<file path="src/rtl/dmem_access_ctrl_pkg.sv">
// Shared definitions for the data-memory access controller.
//   - RV32I load/store funct3 encodings
//   - controller state encoding
//   - bytes per RAM word and a funct3 legality helper
package dmem_access_ctrl_pkg;

    localparam logic [2:0] F3_B  = 3'b000;
    localparam logic [2:0] F3_H  = 3'b001;
    localparam logic [2:0] F3_W  = 3'b010;
    localparam logic [2:0] F3_BU = 3'b100;
    localparam logic [2:0] F3_HU = 3'b101;

    localparam int WORD_BYTES = 4;
    localparam int OFF_BITS   = $clog2(WORD_BYTES);

    typedef enum logic [1:0] {
        ST_IDLE   = 2'd0,
        ST_ACCESS = 2'd1,
        ST_DATA   = 2'd2,
        ST_RESP   = 2'd3
    } state_e;

    // Stores only have B/H/W; loads additionally have BU/HU.
    function automatic logic f3_illegal(input logic we, input logic [2:0] f3);
        if (we)
            return f3[2] || (f3 == 3'b011);
        return (f3 == 3'b011) || (f3 == 3'b110) || (f3 == 3'b111);
    endfunction

endpackage

</file>
<file path="src/rtl/mem_lane_align.sv">
// Combinational byte-lane steering for the data RAM.
// Ports:
//   old_word   in  32  current RAM word (read before the write)
//   wdata      in  32  right-aligned store data
//   funct3     in  3   load/store size/sign encoding
//   byte_off   in  2   byte offset within the word
//   store_word out 32  old_word with the addressed lanes replaced
//   load_data  out 32  addressed lane(s), sign- or zero-extended
//   misalign   out 1   halfword on odd address or word not on a word boundary
module mem_lane_align
    import dmem_access_ctrl_pkg::*;
(
    input  logic [31:0] old_word,
    input  logic [31:0] wdata,
    input  logic [2:0]  funct3,
    input  logic [1:0]  byte_off,
    output logic [31:0] store_word,
    output logic [31:0] load_data,
    output logic        misalign
);

    logic [7:0]  byte_sel;
    logic [15:0] half_sel;

    always_comb begin
        byte_sel = old_word[7:0];
        case (byte_off)
            2'd0: byte_sel = old_word[7:0];
            2'd1: byte_sel = old_word[15:8];
            2'd2: byte_sel = old_word[23:16];
            2'd3: byte_sel = old_word[31:24];
            default: byte_sel = old_word[7:0];
        endcase
        half_sel = byte_off[1] ? old_word[31:16] : old_word[15:0];
    end

    always_comb begin
        load_data = old_word;
        case (funct3)
            F3_B:    load_data = {{24{byte_sel[7]}}, byte_sel};
            F3_H:    load_data = {{16{half_sel[15]}}, half_sel};
            F3_BU:   load_data = {24'd0, byte_sel};
            F3_HU:   load_data = {16'd0, half_sel};
            default: load_data = old_word;
        endcase
    end

    always_comb begin
        store_word = wdata;
        case (funct3)
            F3_B: begin
                store_word = old_word;
                store_word[{byte_off, 3'b000} +: 8] = wdata[7:0];
            end
            F3_H: begin
                store_word = old_word;
                store_word[{byte_off[1], 4'b0000} +: 16] = wdata[15:0];
            end
            default: store_word = wdata;
        endcase
    end

    always_comb begin
        misalign = 1'b0;
        case (funct3[1:0])
            2'b01:   misalign = byte_off[0];
            2'b10:   misalign = (byte_off != 2'b00);
            default: misalign = 1'b0;
        endcase
    end

endmodule

</file>
<file path="src/rtl/dmem_access_ctrl.sv">
// Initiator-side controller for a synchronous-read, word-wide data RAM.
// One load/store in flight; sub-word stores are read-modify-write.
//
//   state  | meaning
//   -------+-------------------------------------------------------------
//   IDLE   | ready for a request; accepts on req_valid & req_ready
//   ACCESS | RAM samples the latched word index at the end of this cycle
//   DATA   | old word on ram_data_out; merged store written, load captured
//   RESP   | resp_valid pulse, resp_err/resp_rdata stable
//
// Ports:
//   clk, reset                        clock, synchronous active-high reset
//   req_valid/req_ready               request handshake
//   req_we, req_funct3, req_addr,
//   req_wdata                         request fields (latched on accept)
//   resp_valid, resp_err, resp_rdata  one-cycle completion with status/data
//   ram_wr_en, ram_data_in,
//   ram_addr_wr, ram_addr_rd          RAM controls (word-indexed addresses)
//   ram_data_out                      RAM read data, one cycle after addr_rd
module dmem_access_ctrl
    import dmem_access_ctrl_pkg::*;
#(
    parameter int MEM_WORDS  = 64,
    parameter int DATA_WIDTH = 32
) (
    input  logic                  clk,
    input  logic                  reset,
    input  logic                  req_valid,
    output logic                  req_ready,
    input  logic                  req_we,
    input  logic [2:0]            req_funct3,
    input  logic [31:0]           req_addr,
    input  logic [DATA_WIDTH-1:0] req_wdata,
    output logic                  resp_valid,
    output logic                  resp_err,
    output logic [DATA_WIDTH-1:0] resp_rdata,
    output logic                  ram_wr_en,
    output logic [DATA_WIDTH-1:0] ram_data_in,
    output logic [31:0]           ram_addr_wr,
    output logic [31:0]           ram_addr_rd,
    input  logic [DATA_WIDTH-1:0] ram_data_out
);

    state_e state, state_nxt;

    logic                  we_q;
    logic [2:0]            f3_q;
    logic [31:0]           addr_q;
    logic [DATA_WIDTH-1:0] wdata_q;
    logic                  err_q;
    logic [DATA_WIDTH-1:0] rdata_q;

    logic [31:0]           word_idx;
    logic [DATA_WIDTH-1:0] store_word;
    logic [DATA_WIDTH-1:0] load_data;
    logic                  misalign;
    logic                  fault;
    logic                  accept;

    assign word_idx    = {{OFF_BITS{1'b0}}, addr_q[31:OFF_BITS]};
    assign ram_addr_rd = word_idx;
    assign ram_addr_wr = word_idx;

    assign fault  = misalign
                  || (word_idx >= 32'(MEM_WORDS))
                  || f3_illegal(we_q, f3_q);
    assign accept = req_valid && req_ready;

    assign resp_err   = err_q;
    assign resp_rdata = rdata_q;

    mem_lane_align u_lane (
        .old_word   (ram_data_out),
        .wdata      (wdata_q),
        .funct3     (f3_q),
        .byte_off   (addr_q[1:0]),
        .store_word (store_word),
        .load_data  (load_data),
        .misalign   (misalign)
    );

    always_ff @(posedge clk) begin
        if (reset)
            state <= ST_IDLE;
        else
            state <= state_nxt;
    end

    always_comb begin
        state_nxt = state;
        case (state)
            ST_IDLE:   if (accept) state_nxt = ST_ACCESS;
            ST_ACCESS: state_nxt = ST_DATA;
            ST_DATA:   state_nxt = ST_RESP;
            ST_RESP:   state_nxt = ST_IDLE;
            default:   state_nxt = ST_IDLE;
        endcase
    end

    // All handshake and RAM strobes are gated by reset so an aborted
    // transaction can neither write nor respond in the reset cycle.
    always_comb begin
        req_ready   = 1'b0;
        resp_valid  = 1'b0;
        ram_wr_en   = 1'b0;
        ram_data_in = '0;
        if (!reset) begin
            case (state)
                ST_IDLE: req_ready = 1'b1;
                ST_DATA: begin
                    if (we_q && !fault) begin
                        ram_wr_en   = 1'b1;
                        ram_data_in = store_word;
                    end
                end
                ST_RESP: resp_valid = 1'b1;
                default: ;
            endcase
        end
    end

    always_ff @(posedge clk) begin
        if (reset) begin
            we_q    <= 1'b0;
            f3_q    <= 3'b000;
            addr_q  <= '0;
            wdata_q <= '0;
            err_q   <= 1'b0;
            rdata_q <= '0;
        end else begin
            if (accept) begin
                we_q    <= req_we;
                f3_q    <= req_funct3;
                addr_q  <= req_addr;
                wdata_q <= req_wdata;
            end
            if (state == ST_DATA) begin
                err_q   <= fault;
                rdata_q <= (fault || we_q) ? '0 : load_data;
            end
        end
    end

endmodule

</file>
<file path="config.mk">
export PLATFORM = sky130hd
export DESIGN_NAME = dmem_access_ctrl
export DESIGN_NICKNAME = d
export VERILOG_FILES = /design/src/rtl/dmem_access_ctrl_pkg.sv /design/src/rtl/mem_lane_align.sv /design/src/rtl/dmem_access_ctrl.sv
export SDC_FILE = /design/constraint.sdc
export NUM_CORES = 1
export LEC_CHECK = 0
export BUFFER_PORTS_ARGS = -buffer_cell sky130_fd_sc_hd__clkbuf_2
export CAP_MARGIN = 20
export CORE_MARGIN = 2
export CORE_UTILIZATION = 45
export CTS_BUF_LIST = sky130_fd_sc_hd__clkbuf_16
export DETAILED_ROUTE_END_ITERATION = 7
export PLACE_DENSITY_LB_ADDON = 0.05
export REMOVE_ABC_BUFFERS = 1
export SLEW_MARGIN = 20
export SYNTH_ARGS = -nofsm -noshare
export SYNTH_HDL_FRONTEND = slang
export SYNTH_SLANG_ARGS = --single-unit
</file>
<file path="constraint.sdc">
create_clock -name clk -period 2.1 [get_ports clk]
set_input_delay 0.42 -clock clk [delete_from_list [all_inputs] [get_ports clk]]
set_output_delay 0.42 -clock clk [all_outputs]
set_load 0.05 [all_outputs]
</file>
==> results.txt, run 1 <==
- The flow ran to the end, but the final reports show violations.
* Violated checks: setup timing
- The analysis attributes to net switching a power of 3700 µW.
- Placed instance area: roughly 0.008 mm²
- NumNets Final: around 1100
* Post-Syn Area per Cell: roughly 8.0 µm²
* Register share of total power: 29.4%
- The worst register-to-register path ends at resp_rdata[17].
* Number of pins exceeding their max-slew limit in the final report: 0
- Half-perimeter wire length after placement: roughly 16000 µm
- Setup CP Type: register to primary output
- The detailed router finished its first iteration with 700 violations.
- I/O Buffers: 230
- Using the TritonRoute via totals, the vias-per-cell ratio works out to about 5.6.
- Class of the tightest hold or removal check: input port to register
- RSZ-0062 raised after global routing: yes
- Crit Path Max Fanout: 8
- R2r startpoint: addr_q[1]
* Combinational group share of total power: slightly below 50%
- Fmax: 372 MHz
- Share of the synthesized area in the top cell type: about 34%
* Total of flip-flops plus latches after synthesis: between 100 and 150
* Most used standard cells in the synthesized netlist: 106 x nand2_1, 106 x o21ai_0, 103 x dfxtp_1
* Setup Total Neg Slack: -16.71 ns
* Worst hold path depth: 3
* Worst-Margin Slew: between 0.5 and 0.6 ns
* Required @ worst endpoint: ~1.7 ns
* Clock insertion delay at the later pin of the skew report: around 0.35 ns
- By area the synthesized netlist is led by dfxtp_1 34%, o21ai_0 8.8%, nand2b_1 8.2%.
- Detailed-route wire length per cell: 18.6 µm
- The clock network burns a little over a fifth of the power.
* Final std cell area, no fill: roughly 0.009 mm²
* FP Rows: between 40 and 50
* Distinct cell type count after synthesis: 48
- Max-cap violations in this run came to 0.
- Measured against its own limit, the worst slew margin works out to 64.1%.
- Post-synthesis cell type with the largest combined area: dfxtp_1
- # H-tree levels: 3
- Hold violation count in the final report: 0
- Post-layout total power: 8520 µW
- Clock slew at the register clock pins of the worst setup and hold paths: roughly 0.070 ns
- At the worst endpoint, the arrival time is roughly 2.3 ns.
- After layout, the minimum clock period comes to 2.69 ns.
- For this design the static power due to leakage is 0.00372 µW.
- FF-to-FF path depth: 8
* Total vias in the final route: about 6400
- Final-report setup violation count: 33
- For this design the ratio of total power to cell area is 972 mW/mm².
* Clock tree sinks: 103
* Maximum count of clock buffers along a single path: 2
- Share of final-layout standard cells stronger than drive strength 1: 43.2%
- For this run, the detailed router's first-pass iteration total came to 8.
- For this run, asynchronously set or reset flops after synthesis account for 0%.
- On the worst path, the slowest cell contributes a delay of approximately 0.37 ns.
* Total grt overflow: 0
- Cell chain of the critical path: inv_4, ha_4, and2_1, o21ai_2, nand4_1, buf_6, clkbuf_16, a21oi_2, buf_12
* Die extent in x: around 120 µm
* Hold-fix buffers at CTS: 0
* Synthesis warning total: 0
- The worst setup path is launched from a register.
- Pin count of the biggest net entering global routing: 57
- The worst hold path terminates at addr_q[23].
- Vertical die dimension: 120 µm
* Antenna diode count: 0
- Synth Instances: ~760
- # IOs: 235
- Portion of the post-synthesis area used by sequential elements: 34.1%
- Inserted Clock Buffers: 9
- The worst setup path is captured at a primary output.
- Initial antenna violation count: 0
* Final wirelength: between 20000 and 25000 µm
- Relative to the synthesized area, the layout overhead comes to 45.0%.
- In the finished design, the share of the clock period the worst path needs comes to 128%.
- Global routing usage summed across all routing layers: roughly 29%
- Worst Slack Setup Final: -0.588 ns
* DIE AREA: between 0.01 and 0.015 mm²
- Routability-driven placement finished with a final weighted congestion of ~0.9.
- Worst clock skew: just over 0.006 ns
* Root Buffer Master: clkbuf_16
- Across all register-to-register paths, the minimum setup slack is roughly 0.070 ns.
- Slowest cell on the critical path: dfxtp_4
- Among all flip-flop cells after synthesis, the most frequent one is dfxtp_1.
- Via count of the first global-routing pass: 5977
* DP Worst Slack: -0.279 ns
* Min-delay src: req_addr[23]
- Internal power comes to just under 5000 µW.
* Post-synth design cell area: around 0.006 mm²
* Worst hold slack: roughly 0.25 ns
* Wire length of the first global-routing pass: approximately 32000 µm
- TritonCTS clock tree: built
- Once the floorplan was initialized, standard cells occupied about 46% of the core.
- EDFF count, synth: 0
- Remaining DRCs: 0
* Sw Ratio: between 40% and 50%
* CORE AREA: about 0.013 mm²
- Routed Antenna Nets: 0
* Worst voltage drop across the vdd grid: about 0.00062 V
[metrics by stage]
stage               std cells  utilization (%)
floorplan                 643                -
global placement         1125             60.5
detailed placement       1125             60.5
CTS                      1143             64.5
global route             1150             66.4
finish                   1150             66.4
[power groups by stage]
| stage | clock [µW] | sequential, µW | combinational, µW |
|---|---|---|---|
| final | 1840 | 2510 | 4170 |
| after floorplan | 0 | 3310 | 1390 |
| after CTS | 1870 | 2480 | 3930 |
| after detailed placement | 0 | 2510 | 3770 |
| after global placement | 0 | 2490 | 3720 |
| after global routing | 1950 | 2540 | 4440 |
[layout make-up]
class / instances / area (µm²)
Fill cell: 1151 / 4430
Multi-Input combinational cell: 530 / 3570
Timing Repair Buffer: 315 / 2530
Sequential cell: 103 / 2070
Clock buffer: 9 / 225
Tap cell: 176 / 220
Clock inverter: 7 / 95.1
Inverter: 10 / 45.0
[routing by layer]
layer	part of all wire [%]	GRT usage [%]	vias up	wire, µm
met3	8.0	5.66	27	1720
met5	0	0	-	0
met1	42	38.5	3067	9050
met2	48	46.7	289	10300
met4	1.7	7.50	0	365
li1	-	-	3028	-
[timing repair]
action / CTS / global route
buffers inserted: 2 / 5
resized for setup: 59 / 40
setup endpoints to repair: 34 / 42
hold endpoints to repair: 0 / 0
cloned: 0 / 3
pin swaps: 19 / 9
[registers in the layout, indices dropped and copies added, names as in the netlist]
register and flops:
wdata_q 32, we_q 1, f3_q 3, state 2, resp_rdata 32, resp_err 1
addr_q 32
[worst max-delay path by stage]
| stage | slack [ns] | start | depth (start not counted) | end |
|---|---|---|---|---|
| final | -0.59 | f3_q[1] | 9 | ram_data_in[24] |
| after global routing | -0.64 | f3_q[1] | 9 | ram_data_in[23] |
| after CTS | -0.51 | f3_q[1] | 8 | ram_data_in[9] |
| after detailed placement | -0.28 | f3_q[1] | 8 | ram_data_in[9] |
| after global placement | -0.29 | f3_q[1] | 8 | ram_data_in[8] |
| after floorplan | -1.81 | state[0] | 5 | addr_q[10] |
[critical path, delay by kind of cell (launching register included)]
family | cells | cell delay, ns
AND/OR/NAND/NOR | 2 | 0.40
AO/OA/AOI/OAI | 2 | 0.35
flip-flops | 1 | 0.37
buffers and inverters | 4 | 0.59
adder cells (fa/ha/maj) | 1 | 0.19
[logic make-up (layout without fill, tap and decap cells)]
logic type | after synthesis | count (layout) | share of synthesized area [%]
flops | 103 | 103 | 34.1
fa+ha+maj | 13 | 13 | 2.69
simple gates | 286 | 286 | 24.7
other cells | 1 | 4 | 0.0621
compound gates | 218 | 218 | 24.6
mux | 9 | 9 | 1.64
buf+inv | 126 | 341 | 12.3
[cells in the final DEF, fill, tap and decap left out, drive strengths merged, types with 2 or more instances in the layout]
cell,n
clkbuf,208
clkinv,3
nand2b,79
nor3,2
buf,116
mux2,7
inv,12
a211oi,16
and3,17
nor4,7
nor3b,10
o21ai,109
a222oi,24
and2,2
bufinv,2
conb,4
nand4,3
nor2,32
ha,13
a22oi,8
nor2b,17
nand2,106
mux2i,2
and2b,6
o41ai,16
o31ai,4
nand3,2
a21oi,29
dfxtp,103
a221oi,8
Power figures use the tool's default switching activity.
==> inputs of run 2 (changes only) <==
CORE_UTILIZATION = 29   (was 45)
SETUP_SLACK_MARGIN = 0.15   (was not set)
==> results.txt, run 2 (same netlist as run 1, synthesis figures left out) <==
- Status: finished, violations left
* Violated checks: setup timing
* Detailed-route wire length per cell: roughly 18 µm
- The worst path uses 126% of the clock period.
- The repair_antennas step left the layout with diodes totalling 0.
* Fmax: between 300 and 400 MHz
- Clock slew at the register clock pins of the worst setup and hold paths: ~0.08 ns
* Routed Antenna Nets: 0
- For the worst-skew pair, the clock arrives at the later sink with an insertion delay of around 0.36 ns.
- In this run the standard cell core region covers about 0.020 mm².
- Cells with a size suffix above 1 make up between 40% and 50% of the layout.
- Element type at the critical path start: register
- Total grt overflow: 0
- Overall power consumption after layout is estimated at around 8700 µW.
- Final-report setup violation count: 33
- Across the VDD grid, the largest voltage drop is 0.000474 V.
- The path class of the tightest hold or removal check is input port to register.
- The clock tree synthesis step divided the H-tree into 3 levels.
- The count of buffers added on input and output ports is 230.
- Number of pins exceeding their max-slew limit in the final report: 0
- DIE AREA: 0.0220 mm²
- RSZ-0062 raised after global routing: yes
- In the global route stage, overall resource usage came out at between 20 and 25%.
- Crit Path Max Fanout: 16
* GP Congestion: ~0.8
- NumNets Final: 1112
* Hold violation count in the final report: 0
- Setup total negative slack on the finished layout was measured at -16.56 ns.
- The via count of the first global-routing pass is ~6300.
- For this configuration, the core starts out at a cell density of 29.7%.
- For this design the ratio of total power to cell area is about 920 mW/mm².
* Root Buffer Master: clkbuf_16
- The worst setup path is captured at a primary output.
- Total vias in the final route: roughly 6300
- Maximum count of clock buffers along a single path: 2
* Die extent in x: around 150 µm
- Worst slew margin relative to its limit: between 60 and 70%
- In the routed design, unresolved DRC markers number 0.
- First-pass DRT Iterations: 5
* Clock tree sinks: 103
* DRC violation total after the first TritonRoute iteration: between 300 and 400
- Required @ worst endpoint: 1.68 ns
* Fin crit period: 2.64 ns
- Area added between synthesis and finish: 56.2%
* Vertical die dimension: approximately 150 µm
- Once layout is done, the placed cells without fillers occupy roughly 0.0094 mm².
- TritonCTS clock tree: built
- Once detailed placement completed, the half-perimeter wirelength came to approximately 17000 µm.
* Final wirelength: 23300 µm
* Leakage: 0.00397 µW
* Pin count of the biggest net entering global routing: 54
* Worst path arrival time: between 2 and 2.5 ns
- Most frequent standard cell in the layout excluding fill and tap cells: clkbuf_2
* Max_cap viols: 0
- The first global-routing pass estimated about 35000 µm of wire.
- Initial antenna violation count: 1
- # IOs: around 240
- At the pin with the least slew margin, the transition time is just over 0.5 ns.
- The top cell types in the final layout, fill and taps aside, are 196 x clkbuf_2, 106 x nand2_1, 99 x o21ai_0, 98 x dfxtp_1, 80 x buf_4.
* Worst Slack Setup Final: -0.544 ns
* FP Rows: 52
* Worst clock skew: between 0.007 and 0.008 ns
* Setup CP Type: register to primary output
- Placed instance area: 0.00818 mm²
- Number of vias per cell after detailed routing: between 4 and 5
- TritonCTS created 9 clock buffers.
-- run 2: changes by cell type in the layout (fill, tap and decap cells not counted), sizes merged --
| cell | change |
|---|---|
| bufbuf | +1 |
| clkinv | -1 |
| buf | +26 |
| inv | +1 |
| clkinvlp | +1 |
| bufinv | -1 |
-- run 2: metal layers --
metal,wire length [µm],up-vias,track usage (%)
met4,454,0,6.48
met1,10300,3023,27.4
met2,10900,204,33.5
li1,-,3086,-
met5,0,-,0
met3,1630,27,4.79
-- run 2: final timing paths --
check / from / endpoint / slack (ns) / cells after the start
worst min register to register: resp_rdata[12] / resp_rdata[12] / 0.46 / 2
worst min-delay path: req_addr[26] / addr_q[26] / 0.25 / 3
worst max-delay path: f3_q[1] / ram_data_in[26] / -0.54 / 9
worst max register to register: addr_q[0] / resp_rdata[24] / 0.09 / 10
-- run 2: critical path, stage by stage (launching register included) --
cell      delay, ns
dfxtp_4        0.36
inv_4          0.08
ha_4           0.20
or2_4          0.14
nand2b_1       0.08
buf_12         0.16
a222oi_1       0.44
a21oi_4        0.10
buf_6          0.14
buf_12         0.13
-- run 2: final cells by class --
type                       count  area [µm²]
timing repair buffer         342        2840
tap                          270         338
clock inverter                 7        77.6
inverter                      10        50.0
sequential                   103        2070
clock buffer                   9         225
fill                        2015       10900
multi-input combinational    530        3830
-- run 2: metrics by stage --
| stage | hold slack (ns) | utilization (%) | worst slack, ns | std cells |
|---|---|---|---|---|
| detailed placement | 0.435 | 40.1 | -0.632 | 1233 |
| global placement | 0.431 | 40.1 | -0.553 | 1233 |
| global route | 0.242 | 46.3 | -0.640 | 1271 |
| finish | 0.248 | 46.3 | -0.544 | 1271 |
| CTS | 0.238 | 44.7 | -0.570 | 1262 |
| floorplan | 0.448 | - | -1.81 | 643 |
-- run 2: timing repair --
action	in CTS	in global routing
resized for setup	103	43
pin swaps	23	25
hold buffers	0	0
setup buffers	9	6
gates cloned	4	3
endpoints found under the setup margin	56	57
-- run 2: report_power, final --
group	leakage, µW	switching (µW)	internal, µW
clock network	0.000147	850	939
logic	0.00298	2760	1660
registers	0.000843	260	2240
total	0.00397	3870	4840
